**config.mk**
```make
export PLATFORM = sky130hd
export DESIGN_NAME = seq_alu
export DESIGN_NICKNAME = d
export VERILOG_FILES = /design/src/rtl/seq_alu.sv
export SDC_FILE = /design/constraint.sdc
export NUM_CORES = 1
export LEC_CHECK = 0
export CELL_PAD_IN_SITES_DETAIL_PLACEMENT = 1
export CELL_PAD_IN_SITES_GLOBAL_PLACEMENT = 2
export CORE_UTILIZATION = 35
export CTS_CLUSTER_SIZE = 30
export DETAILED_ROUTE_END_ITERATION = 10
export GPL_ROUTABILITY_DRIVEN = 0
export PLACE_DENSITY_LB_ADDON = 0.1
export SYNTH_ARGS = -nofsm -noshare
export SYNTH_HDL_FRONTEND = slang
export SYNTH_SLANG_ARGS = --single-unit
```
**constraint.sdc**
```tcl
create_clock -name clk -period 4.6 [get_ports clk]
set_input_delay 0.92 -clock clk [delete_from_list [all_inputs] [get_ports clk]]
set_output_delay 0.92 -clock clk [all_outputs]
set_load 0.01 [all_outputs]
```
**src/rtl/seq_alu.sv**
```systemverilog
// seq_alu: multi-cycle ALU; ADD/SUB/logic/SLT/DIVU-by-0 complete at the accept edge, MULU/DIVU take WIDTH+1 further edges.
// Backpressure: result and flags are held in DONE until out_ready; in_ready is high only in IDLE.
module seq_alu #(
    parameter int WIDTH = 32
) (
    input  logic             clk,
    input  logic             rst,
    input  logic             in_valid,
    output logic             in_ready,
    input  logic [WIDTH-1:0] input1,
    input  logic [WIDTH-1:0] input2,
    input  logic [2:0]       op,
    output logic             out_valid,
    input  logic             out_ready,
    output logic [WIDTH-1:0] out,
    output logic [WIDTH-1:0] out_hi,
    output logic             zero,
    output logic             overflow,
    output logic             div_zero
);

    localparam int CW = $clog2(WIDTH) + 1;

    localparam logic [2:0] OP_ADD  = 3'b000;
    localparam logic [2:0] OP_SUB  = 3'b001;
    localparam logic [2:0] OP_AND  = 3'b010;
    localparam logic [2:0] OP_OR   = 3'b011;
    localparam logic [2:0] OP_XOR  = 3'b100;
    localparam logic [2:0] OP_SLT  = 3'b101;
    localparam logic [2:0] OP_MULU = 3'b110;
    localparam logic [2:0] OP_DIVU = 3'b111;

    typedef enum logic [1:0] {
        IDLE = 2'd0,
        BUSY = 2'd1,
        DONE = 2'd2
    } state_t;

    typedef struct packed {
        logic [WIDTH-1:0] lo;
        logic [WIDTH-1:0] hi;
        logic             zero;
        logic             overflow;
        logic             div_zero;
    } res_t;

    state_t           state;
    state_t           state_nxt;
    res_t             res_q;
    res_t             quick_res;
    logic [WIDTH-1:0] acc_hi;
    logic [WIDTH-1:0] acc_lo;
    logic [WIDTH-1:0] acc_hi_nxt;
    logic [WIDTH-1:0] acc_lo_nxt;
    logic [WIDTH-1:0] opnd_q;
    logic             is_mul_q;
    logic [CW-1:0]    count;
    logic             long_op;
    logic [WIDTH-1:0] sum;
    logic [WIDTH-1:0] diff;
    logic [WIDTH:0]   mul_sum;
    logic [WIDTH:0]   div_shift;
    logic [WIDTH:0]   div_diff;

    assign long_op   = (op == OP_MULU) || ((op == OP_DIVU) && (input2 != '0));
    assign in_ready  = (state == IDLE);
    assign out_valid = (state == DONE);

    assign out      = res_q.lo;
    assign out_hi   = res_q.hi;
    assign zero     = res_q.zero;
    assign overflow = res_q.overflow;
    assign div_zero = res_q.div_zero;

    // Single-cycle results, computed straight from the presented operands.
    always_comb begin
        sum       = input1 + input2;
        diff      = input1 - input2;
        quick_res = '0;
        case (op)
            OP_ADD: begin
                quick_res.lo       = sum;
                quick_res.overflow = (input1[WIDTH-1] == input2[WIDTH-1]) &&
                                     (sum[WIDTH-1] != input1[WIDTH-1]);
            end
            OP_SUB: begin
                quick_res.lo       = diff;
                quick_res.overflow = (input1[WIDTH-1] != input2[WIDTH-1]) &&
                                     (diff[WIDTH-1] != input1[WIDTH-1]);
            end
            OP_AND:  quick_res.lo = input1 & input2;
            OP_OR:   quick_res.lo = input1 | input2;
            OP_XOR:  quick_res.lo = input1 ^ input2;
            OP_SLT:  quick_res.lo = {{(WIDTH-1){1'b0}}, ($signed(input1) < $signed(input2))};
            OP_DIVU: begin
                quick_res.lo       = '1;
                quick_res.hi       = input1;
                quick_res.div_zero = 1'b1;
            end
            default: quick_res.lo = '0;
        endcase
        quick_res.zero = (quick_res.lo == '0);
    end

    // One shift-add (MULU) or restoring-divide (DIVU) step on {acc_hi, acc_lo}.
    always_comb begin
        mul_sum    = {1'b0, acc_hi} + (acc_lo[0] ? {1'b0, opnd_q} : '0);
        div_shift  = {acc_hi, acc_lo[WIDTH-1]};
        div_diff   = div_shift - {1'b0, opnd_q};
        acc_hi_nxt = acc_hi;
        acc_lo_nxt = acc_lo;
        if (is_mul_q) begin
            {acc_hi_nxt, acc_lo_nxt} = {mul_sum, acc_lo[WIDTH-1:1]};
        end else if (div_shift >= {1'b0, opnd_q}) begin
            acc_hi_nxt = div_diff[WIDTH-1:0];
            acc_lo_nxt = {acc_lo[WIDTH-2:0], 1'b1};
        end else begin
            acc_hi_nxt = div_shift[WIDTH-1:0];
            acc_lo_nxt = {acc_lo[WIDTH-2:0], 1'b0};
        end
    end

    always_ff @(posedge clk) begin
        if (rst) begin
            state <= IDLE;
        end else begin
            state <= state_nxt;
        end
    end

    always_comb begin
        state_nxt = state;
        case (state)
            IDLE: begin
                if (in_valid) begin
                    state_nxt = long_op ? BUSY : DONE;
                end
            end
            BUSY: begin
                if (count == '0) begin
                    state_nxt = DONE;
                end
            end
            DONE: begin
                if (out_ready) begin
                    state_nxt = IDLE;
                end
            end
            default: state_nxt = IDLE;
        endcase
    end

    // MULU: acc_lo starts as the multiplier, opnd_q holds the multiplicand.
    // DIVU: acc_lo starts as the dividend and fills with quotient bits, opnd_q holds the divisor.
    always_ff @(posedge clk) begin
        if (rst) begin
            res_q    <= '0;
            acc_hi   <= '0;
            acc_lo   <= '0;
            opnd_q   <= '0;
            is_mul_q <= 1'b0;
            count    <= '0;
        end else begin
            case (state)
                IDLE: begin
                    if (in_valid) begin
                        if (long_op) begin
                            is_mul_q <= (op == OP_MULU);
                            opnd_q   <= (op == OP_MULU) ? input1 : input2;
                            acc_lo   <= (op == OP_MULU) ? input2 : input1;
                            acc_hi   <= '0;
                            count    <= CW'(WIDTH);
                        end else begin
                            res_q <= quick_res;
                        end
                    end
                end
                BUSY: begin
                    if (count != '0) begin
                        acc_hi <= acc_hi_nxt;
                        acc_lo <= acc_lo_nxt;
                        count  <= count - CW'(1);
                    end else begin
                        res_q.lo       <= acc_lo;
                        res_q.hi       <= acc_hi;
                        res_q.zero     <= (acc_lo == '0);
                        res_q.overflow <= 1'b0;
                        res_q.div_zero <= 1'b0;
                    end
                end
                default: ;
            endcase
        end
    end

endmodule
```
# Word level (Yosys, flattened, before mapping)
# Cells that the tools add are included.
[classes] addsub=5 n_lt_le_gt_ge=2 eq_ne=20 muxes=32 bitwise=3 reduce_logical=16
[ops] cell="2-to-1 mux 32 bit" n=13
[ops] cell="one-hot mux 32 bit (7 select lines)" n=1
[ops] cell="2-to-1 mux 67 bit" n=3
[ops] cell="one-hot mux 67 bit (2 select lines)" n=1
[ops] cell="one-hot mux 32 bit (2 select lines)" n=2
[ops] cell="zero test 32 bit" n=2
[ops] cell="subtractor 32 bit" n=2
[ops] cell="adder 32 x 32 -> 33 bit" n=1
[ops] cell=">= comparator 33 x 32 -> 1 bit" n=1
[ops] cell="adder 32 bit" n=1
[ops] cell="bitwise AND 32 bit" n=1
[ops] cell="less-than comparator 32 bit" n=1
[ops] cell="OR 32 bit" n=1
[ops] cell="nonzero test 32 bit" n=1
[ops] cell="bitwise XOR 32 bit" n=1
[ops] cell="2-to-1 mux 6 bit" n=3
[ops] cell="equality test 3 bit (second input constant)" n=4
[ops] cell="one-hot mux 6 bit (2 select lines)" n=1
[ops] cell="inequality test 2 bit (second input constant)" n=5
[ops] cell="2-to-1 mux 2 bit" n=4
[ops] cell="AND reduction 4 bit" n=2
[ops] cell="equality test 3 x 2 -> 1 bit (second input constant)" n=2
[ops] cell="zero test 6 bit" n=1
[ops] cell="one-hot mux 2 bit (3 select lines)" n=1
[ops] cell="16 further kinds" n=23
[word_totals] ff_bits=172 out_inout_bits=69 word_cells=89

# Logic depth before layout (Yosys ltp)
[logic_depth] depth_word=7 depth_mapped=16 mapped_depth_nobuf=15

# Worst setup path before layout
# OpenSTA, ideal clock, no wires.
[synth_path] path_kind="input port to flip-flop" startpoint="in input1[0]" endpoint="reg zero (netlist name)" setup_time_ps=114 t_arrival_ps=3613 required_ps=4486 setup_slack_ps=872 path_stages=14 cell_sequence="ha_1 fa_1 a211oi_1 o21ai_0 a211o_1 and2_1 buf_2 a21oi_1 o21ai_1 or4_1 a32oi_1 nor3_1 nand4_1 o21ai_2"
[synth_between] elab_chain_len=6
[synth_lines] element="start: declaration" line_no="10" source="input logic [WIDTH-1:0] input1,"
[synth_lines] element="subtractor 32 bit (tied with other cells)" line_no="78" source="diff = input1 - input2;"
[synth_lines] element="one-hot mux 32 bit (7 select lines) (*)" line_no="80" source="case (op)"
[synth_lines] element="zero test 32 bit (*)" line_no="102" source="quick_res.zero = (quick_res.lo == '0);"
[synth_lines] element="2-to-1 mux 67 bit (*)" line_no="167" source="if (long_op) begin"
[synth_lines] element="2-to-1 mux 67 bit (*)" line_no="166" source="if (in_valid) begin"
[synth_lines] element="one-hot mux 67 bit (2 select lines) (*)" line_no="164" source="case (state)"
# Every way passes the cells marked *; elsewhere a longest branch is shown, timed or not. The select of a mux whose other input is x is not followed.
# A chain may end at the register's enable or synchronous reset.

# Final worst setup path
[layout_path] startpoint="in input2[0]" endpoint="reg res_q (netlist bit out[28])"
[layout_between] elab_chain_len=5
[layout_lines] element="start: declaration" line_no="11" source="input logic [WIDTH-1:0] input2,"
[layout_lines] element="subtractor 32 bit (tied with other cells)" line_no="78"
[layout_lines] element="one-hot mux 32 bit (7 select lines) / logical AND 1 bit (equally long branches)" line_no="80, 65"
[layout_lines] element="2-to-1 mux 67 bit / logical OR 1 bit (equally long branches)" line_no="167, 65"
[layout_lines] element="2-to-1 mux 67 bit / inequality test 2 bit (equally long branches)"
[layout_lines] element="one-hot mux 67 bit (2 select lines) / AND reduction 4 bit (equally long branches)"
[layout_lines] element="end signal: assignment" line_no="174" source="res_q <= quick_res;"
[layout_lines] element="end: declaration" line_no="49" source="res_t res_q;"
# Parallel ways exist; a longest one is shown, timed or not. The select of a mux whose other input is x is not followed.

==> results.yml <==
sta:
  hold_viol: 0
  slew_headroom: 0.258
  finalClockSkew_ns: 0.0121
  worst_slew_pin_slew_ns: 1.11
  fmax_mhz: 229
  rsz0062_at_grt: "no"
  min_period_ns: 4.38
  timing.final.crit_share: 0.951
  setup_viol: 0
  maxSlewViolCount: 0
clock_network:
  cts_tree: "yes"
  clock_latency_ns: 0.47
  cts_root_buf: "clkbuf_16"
  clock_sinks: 172
  postCtsSetupBuffers: 0
  cts_made_buffers: 17
  cts_max_level: 4
  cts_buffer_depth: 2
  cts.clk_slew.worst_paths_ns: 0.08
synth:
  syn-num-nets: 2673
  yosysTopAreaCellShare: 0.196
  synth.most_common_cell: "nor2_1"
  synth_edf_count: 0
  ys_seq_area_frac: 0.196
  synth_area_per_cell_um2: 7.26
  synth_area_leader_cell: "dfxtp_1"
  syn_inst: 2419
  ys_ff_latch: 172
  ys_warn_count: 0
  yosysUniqueCellTypes: 102
  synthFlopType: "dfxtp_1"
  async_flop_share: 0
  synth_common_cells: "nor2_1 (276), nand2_1 (252), a21oi_1 (244)"
  syn_area_mm2: 0.0176
  synth.area.top_cells: "dfxtp_1 (20%), ha_1 (13%), a21oi_1 (7.0%)"
setup_path:
  crit_arrival_ns: 4.78
  crit_type: "in2reg"
  crit_required_ns: 5.00
  worstSetupEndpointType: "flop"
  timing.critical_path.fanout_max: 3
  crit_path_start_kind: "input port"
  rrSetupSlack_ns: 0.57
routing:
  vias_per_cell: 6.01
  first_pass_iters: 5
  routedWlPerCell_um: 24.3
  routed_wl_um: 80800
  drt_iter0_drc: 1673
  dr_total_vias: 19979
  ant_nets: 0
  drc: 0
floorplanning:
  core_mm2: 0.0493
  die-width_um: 226
  rows: 81
  die_h_um: 226
  start_util: 0.356
  die_area_mm2: 0.0511
  io_pins: 140
placement:
  dp_cells: 3294
  place_area_mm2: 0.0210
  post-dp-hpwl_um: 63600
  io_buffers: 139
run:
  drv_cap: 0
cells_and_area:
  instances_no_fill: 3327
  drive_gt1_frac: 0.125
  final_cell_area_mm2: 0.0216
  nets: 2903
  syn_to_final_growth_pct: 22.8
grt:
  globalRouteOverflowTotal: 0
  antenna_found_initial: 0
  grt_max_degree: 93
  groute.usage.overall: 0.315
  grt_pass1_vias: 19978
  grt_pass1_wl_um: 122000
power_and_ir_drop:
  power_density_mw_per_mm2: 258
  ir_drop_mv: 0.204
  leakage_uw: 0.00917
status:
  outcome: "complete, no violations"
hold_path:
  hp-class: "reg2reg"
[kinds of logic (layout without fill, tap and decap cells)]
| family | Yosys count | in the layout | share of synthesized area |
|---|---|---|---|
| fa+ha+maj | 183 | 183 | 0.132 |
| simple gates | 865 | 865 | 0.232 |
| flops | 172 | 172 | 0.196 |
| buf+inv | 307 | 550 | 0.0689 |
| mux | 11 | 11 | 0.00627 |
| xor+xnor | 72 | 72 | 0.0359 |
| compound gates | 809 | 809 | 0.328 |
| other cells | 0 | 1 | 0 |
[cells in the final DEF, fill, tap and decap left out, types with 29 or more instances in the layout]
cell type	instances
nor2_1	273
nand2_1	252
a21oi_1	244
buf_4	226
ha_1	179
dfxtp_1	171
inv_1	143
clkdlybuf4s50_1	137
o21ai_0	94
a211oi_1	76
a311oi_1	68
nor3_1	54
nand3_1	49
and2_1	46
nor2b_1	44
a21o_1	43
xnor2_1	41
a222oi_1	38
xor2_1	31
nor4_1	29
[layer usage]
metal / vias up / global-route usage / share of wire
li1: 9299 / - / -
met1: 10001 / 0.430 / 0.46
met2: 562 / 0.516 / 0.46
met3: 117 / 0.0310 / 0.047
met4: 0 / 0.103 / 0.032
met5: - / 0 / 0
[worst max-delay path, cell delays in order]
cell,delay [ns]
clkdlybuf4s50_1,0.56
ha_1,0.30
fa_1,0.43
a211oi_1,0.34
o21ai_0,0.21
a211o_1,0.34
and2_1,0.19
a21oi_1,0.27
o21ai_1,0.13
or4_1,0.42
a32oi_1,0.27
buf_4,0.15
a222oi_1,0.07
nor2_1,0.15
[power by group]
part / switching [uW] / internal [uW] / leakage [uW]
logic: 1440 / 956 / 0.00750
clock network: 725 / 756 / 0.000276
registers: 111 / 1570 / 0.00140
[timing repair]
action / 4_1_cts / 5_1_grt
hold buffers: 0 / 0
setup endpoints to repair: 0 / 4
gates resized for setup: 0 / 2
[final timing paths]
check | startpoint | end | cells after the start
worst max register to register | acc_lo[0]$_SDFFE_PP0P_ | acc_hi[23]$_SDFFE_PP0P_ | 14
worst min-delay path | out[8]$_SDFFE_PP0P_ | out[8]$_SDFFE_PP0P_ | 2
worst min register to register | out[8]$_SDFFE_PP0P_ | out[8]$_SDFFE_PP0P_ | 2
worst max-delay path | input2[0] | out[28]$_SDFFE_PP0P_ | 14
[cell type report]
type                    instances  area, um2
repair buffers                370       3190
clock buffers                  17        425
multi-input cells            1940      13000
flip-flops and latches        172       3450
inverters                     148        556
clock inverters                15        139
fillers                      6139      27700
diodes                          1       2.50
well taps                     664        831
[per-stage QoR]
stage / util / setup TNS, ns / power, uW / setup slack, ns / hold slack (ns)
global route: 0.438 / 0 / 5830 / 0.0382 / 0.517
finish: 0.438 / 0 / 5560 / 0.225 / 0.496
global placement: 0.426 / -0.220 / 4030 / -0.0733 / 0.468
detailed placement: 0.426 / -1.64 / 4070 / -0.304 / 0.480
floorplan: - / 0 / 3080 / 0.872 / 0.476
CTS: 0.438 / 0 / 5550 / 0.196 / 0.499
[sequential cells by signal, summed over array words and instances (netlist names)]
| register | flops |
|---|---|
| out | 32 |
| acc_hi | 32 |
| div_zero | 1 |
| zero | 1 |
| acc_lo | 32 |
| count | 6 |
| is_mul_q | 1 |
| opnd_q | 32 |
| overflow | 1 |
| state | 2 |
| out_hi | 32 |
Note: power is estimated with default switching activity, not from simulation.
